--- config.mk ---
export PLATFORM = sky130hd
export DESIGN_NAME = mem_access_seq
export DESIGN_NICKNAME = d
export VERILOG_FILES = /design/src/rtl/mem_access_seq.sv
export SDC_FILE = /design/constraint.sdc
export NUM_CORES = 1
export LEC_CHECK = 0
export ABC_AREA = 1
export BUFFER_PORTS_ARGS = -buffer_cell sky130_fd_sc_hd__buf_2
export CELL_PAD_IN_SITES_DETAIL_PLACEMENT = 1
export CELL_PAD_IN_SITES_GLOBAL_PLACEMENT = 1
export CORE_UTILIZATION = 34
export DETAILED_ROUTE_END_ITERATION = 10
export PLACE_DENSITY = 0.7
export SETUP_SLACK_MARGIN = 0.1
export SYNTH_ARGS = -nofsm -noshare
export SYNTH_HDL_FRONTEND = slang
export SYNTH_SLANG_ARGS = --single-unit
--- constraint.sdc ---
create_clock -name clk -period 1.47 [get_ports clk]
set_clock_uncertainty 0.2 [all_clocks]
set_input_delay 0.147 -clock clk [delete_from_list [all_inputs] [get_ports clk]]
set_output_delay 0.147 -clock clk [all_outputs]
set_load 0.01 [all_outputs]
--- src/rtl/mem_access_seq.sv ---
// Multicycle memory-port sequencer: arbitrates exception, data and fetch
// requests onto one port and drives the address mux select, write strobe and done pulses.
module mem_access_seq #(
  parameter int unsigned MEM_LAT = 2
) (
  input  logic       clk,
  input  logic       reset,
  input  logic       fetch_req,
  input  logic       data_req,
  input  logic       data_src,
  input  logic       data_wr,
  input  logic       exc_req,
  input  logic [1:0] exc_code,
  output logic [2:0] mem_sel,
  output logic       mem_wr,
  output logic       busy,
  output logic       fetch_done,
  output logic       data_done,
  output logic       exc_done
);

  typedef enum logic [1:0] {IDLE, ACCESS, WAIT, DONE} state_t;
  typedef enum logic [1:0] {WHO_FETCH, WHO_DATA, WHO_EXC} who_t;

  localparam logic [3:0] LAT_M1 = 4'(MEM_LAT - 1);

  state_t     state_q, state_d;
  who_t       who_q, who_d;
  logic [3:0] cnt_q, cnt_d;
  logic       wr_q, wr_d;
  logic [2:0] sel_q, sel_d;
  logic       mem_wr_q, mem_wr_d;
  logic       busy_q, busy_d;
  logic       fdone_q, fdone_d;
  logic       ddone_q, ddone_d;
  logic       edone_q, edone_d;
  logic       finish_s;

  // Next-state, select and strobe computation for the access sequence.
  always_comb begin
    state_d  = state_q;
    who_d    = who_q;
    cnt_d    = cnt_q;
    wr_d     = wr_q;
    sel_d    = sel_q;
    mem_wr_d = 1'b0;
    finish_s = 1'b0;
    case (state_q)
      IDLE: begin
        sel_d = 3'b000;
        wr_d  = 1'b0;
        if (exc_req && (exc_code != 2'b00)) begin
          who_d   = WHO_EXC;
          sel_d   = {1'b0, exc_code};
          state_d = ACCESS;
        end else if (data_req) begin
          who_d    = WHO_DATA;
          sel_d    = data_src ? 3'b101 : 3'b100;
          wr_d     = data_wr;
          mem_wr_d = data_wr;
          state_d  = ACCESS;
        end else if (fetch_req) begin
          who_d   = WHO_FETCH;
          state_d = ACCESS;
        end else begin
          state_d = IDLE;
        end
      end
      ACCESS: begin
        if (wr_q || (MEM_LAT == 1)) begin
          state_d  = DONE;
          finish_s = 1'b1;
        end else begin
          cnt_d   = LAT_M1;
          state_d = WAIT;
        end
      end
      WAIT: begin
        cnt_d = cnt_q - 4'd1;
        if (cnt_q == 4'd1) begin
          state_d  = DONE;
          finish_s = 1'b1;
        end else begin
          state_d = WAIT;
        end
      end
      DONE: begin
        sel_d   = 3'b000;
        cnt_d   = 4'd0;
        state_d = IDLE;
      end
      default: begin
        sel_d   = 3'b000;
        cnt_d   = 4'd0;
        state_d = IDLE;
      end
    endcase
    busy_d  = (state_d != IDLE);
    fdone_d = finish_s && (who_q == WHO_FETCH);
    ddone_d = finish_s && (who_q == WHO_DATA);
    edone_d = finish_s && (who_q == WHO_EXC);
  end

  // State and registered outputs.
  always_ff @(posedge clk or posedge reset) begin
    if (reset) begin
      state_q  <= IDLE;
      who_q    <= WHO_FETCH;
      cnt_q    <= 4'd0;
      wr_q     <= 1'b0;
      sel_q    <= 3'b000;
      mem_wr_q <= 1'b0;
      busy_q   <= 1'b0;
      fdone_q  <= 1'b0;
      ddone_q  <= 1'b0;
      edone_q  <= 1'b0;
    end else begin
      state_q  <= state_d;
      who_q    <= who_d;
      cnt_q    <= cnt_d;
      wr_q     <= wr_d;
      sel_q    <= sel_d;
      mem_wr_q <= mem_wr_d;
      busy_q   <= busy_d;
      fdone_q  <= fdone_d;
      ddone_q  <= ddone_d;
      edone_q  <= edone_d;
    end
  end

  assign mem_sel    = sel_q;
  assign mem_wr     = mem_wr_q;
  assign busy       = busy_q;
  assign fetch_done = fdone_q;
  assign data_done  = ddone_q;
  assign exc_done   = edone_q;

endmodule

==> run_results.csv <==
group,metric,value,unit
pwr,ir_drop,884,uV
synthesis,synth.avg_cell_area,8.77,sq um
sta,drv_slew,0,
synthesis,netlist_area,816,sq um
pwr,power_density,1960,nW/um^2
sta,maxSlewHeadroom,0.847,
floorplanning,rows,17,
route,drc,0,
grt,antenna_found_initial,0,
route,viasPerCell,4.60,
grt,grt_pass1_vias,769,
sta,period_share,0.965,
min_path,hp-class,"in2reg",
floorplanning,coreArea,2230,sq um
critical_path,cp-end-kind,"flip-flop",
sta,setup_violations,0,
floorplanning,die_area,2600,sq um
synthesis,yosysTopAreaCell,"dfrtp_1",
clock_network,cts_buffer_depth,2,
critical_path,critPathRequiredTime,1.47,ns
sta,hold_viol,0,
critical_path,cp_slowest_cell,"dfrtp_1",
grt,overflow,0,
sta,fin_crit,1.42,ns
sta,holdWs,0.0190,ns
route,post_drt_wl_per_cell,12.1,microns
grt,grt_max_degree,13,
critical_path,critPathArrivalTime,1.42,ns
critical_path,critical_path.cell_chain,"inv_4, ha_4, inv_4, nand2_4, or2_1, nand2_1, nor2_2",
clock_network,path_clk_slew,0.11,ns
finish,final_cells,154,
flow_run,cap_viol_max_count,0,
placed_design,globalplace.congestion,0.733,
finish,nNetsFinal,143,
floorplanning,start_util,0.365,
clock_network,h-tree-depth,1,
synthesis,synth.most_common_cell,"nand2_1",
finish,drive_gt1_frac,0.341,
pwr,p_leak,0.000608,uW
synthesis,synth_common_cells,"nand2_1, dfrtp_1, inv_1, nand3_1, nor2_1",
finish,multi_input_area,420,sq um
clock_network,cts.sinks,17,
floorplanning,die_w,51.0,microns
critical_path,worstSetupPathType,"reg2reg",
grt,grtUsageTotal,0.171,
synthesis,synth_warnings,0,
route,vias,708,
critical_path,crit_path_frequent_cell,"inv_4",
synthesis,synth-main-ff-cell,"dfrtp_1",
grt,grt_pass1_wl,3270,microns
finish,fin_util,0.519,
critical_path,crit_buf_inv,2,
synthesis,ys_types,14,
synthesis,synth_top_area_frac,0.521,
finish,fillers,262,
route,drtPass1Iterations,4,
critical_path,cp_top_family,"flip-flops",
synthesis,syn_inst,93,
sta,worst_slew_pin_slew,0.229,ns
finish,ff_latch_area,425,sq um
critical_path,start_kind,"flip-flop",
floorplanning,pin_count,17,
placed_design,port-buffer-count,16,
finish,area_growth,42.2,%
clock_network,cts_root_buffer,"clkbuf_4",
placed_design,dp_cells,140,
critical_path,cp_max_fo,3,
route,antenna_left,0,
synthesis,synth_top_cells_by_area,"dfrtp_1, nand2_1, ha_1",
pwr,total_power,2270,uW
clock_network,tritoncts,"yes",
floorplanning,die_y,51.0,microns
synthesis,synth_fp_nets,109,
clock_network,clkLatencyLatePin,0.30,ns
synthesis,yosysSeqAreaShare,0.521,
synthesis,synth-edff-count,0,
clock_network,cts-buffers-inserted,3,
route,wirelength,1870,microns
critical_path,cpPeakStageDelay,0.44,ns
placed_design,dpl.hpwl,1340,microns
sta,max_freq,705,MHz
outcome,status,"finished clean",
sta,rsz0062_at_grt,"yes",
synthesis,ys_ff_latch,17,
route,drt-initial-drc-count,8,
finish,antenna_cells,0,
synthesis,synthArstFlopShare,1.00,
[state kept, by name, indices dropped and copies added (netlist names)]
register    flops
wr_q            1
cnt_q           4
fetch_done      1
data_done       1
mem_sel         3
mem_wr          1
exc_done        1
who_q           2
state_q         2
busy            1
[cell usage in the layout (no fill, tap or decap), drive strengths merged]
cell type    synthesis  final
xor2                 1      1
ha                   7      7
inv                 13     13
o21ai                6      6
nand2               26     26
nand3                9      9
nand3b               1      1
buf                  0     22
clkinv               0      1
dlygate4sd3          0      7
a21oi                1      1
clkbuf               0      3
or2                  2      2
dfrtp               17     17
nand4                1      1
nor2                 9      9
[layer usage]
metal  part of all wire  up-vias  GRT usage
met5                  0        -          0
met4              0.014        0     0.0556
met3              0.031        3     0.0268
met2               0.54       16      0.329
met1               0.42      335      0.188
li1                   -      354          -
[final cells by class]
type / count / area share
Clock buffer: 3 / 0.0194
Multi-Input combinational cell: 63 / 0.362
Sequential cell: 17 / 0.367
Timing Repair Buffer: 29 / 0.168
Inverter: 13 / 0.0485
Tap cell: 28 / 0.0302
Clock inverter: 1 / 0.00432
[through the flow]
stage / area (sq um) / worst slack [ns] / setup TNS [ns]
after floorplan: 818 / 0.0827 / 0
after global placement: 956 / 0.0286 / 0
after detailed placement: 956 / -0.0381 / -0.0609
after CTS: 1130 / 0.0528 / 0
after global routing: 1160 / -0.0168 / -0.0555
final: 1160 / 0.0513 / 0
[what timing repair did]
item	CTS	global route
endpoints found under the hold margin	23	0
gates resized for setup	16	7
pin swaps	3	0
hold buffers	7	0
setup buffers	2	1
setup endpoints to repair	12	16
[kinds of logic after synthesis]
logic type,Yosys count,share of synthesized area
flops,17,0.521
buf+inv,13,0.0598
simple gates,48,0.248
xor+xnor,1,0.0107
compound gates,7,0.0521
fa+ha+maj,7,0.107
[worst reg2reg max path, stage by stage, from the launching register on]
cell and delay (ns):
dfrtp_1 0.44, inv_4 0.08, ha_4 0.17, inv_4 0.06
nand2_4 0.05, or2_1 0.20, nand2_1 0.08, nor2_2 0.04
[path summary, 6_finish.rpt]
path / from / endpoint / slack, ns / depth (start not counted)
max: state_q[0] / cnt_q[3] / 0.05 / 7
min: fetch_req / who_q[0] / 0.02 / 6
max reg2reg: state_q[0] / cnt_q[3] / 0.05 / 7
min reg2reg: mem_sel[1] / mem_sel[1] / 0.29 / 2
max in group asynchronous: reset / mem_sel[0] / 0.56 / 4
min in group asynchronous: reset / busy / 0.08 / 3
[power by group]
part / internal [uW] / leakage, uW / total [uW] / switching, uW
sequential: 637 / 0.000219 / 750 / 113
clock: 102 / 0.0000177 / 263 / 162
combinational: 564 / 0.000372 / 1260 / 692
(Power assumes the default switching activity.)
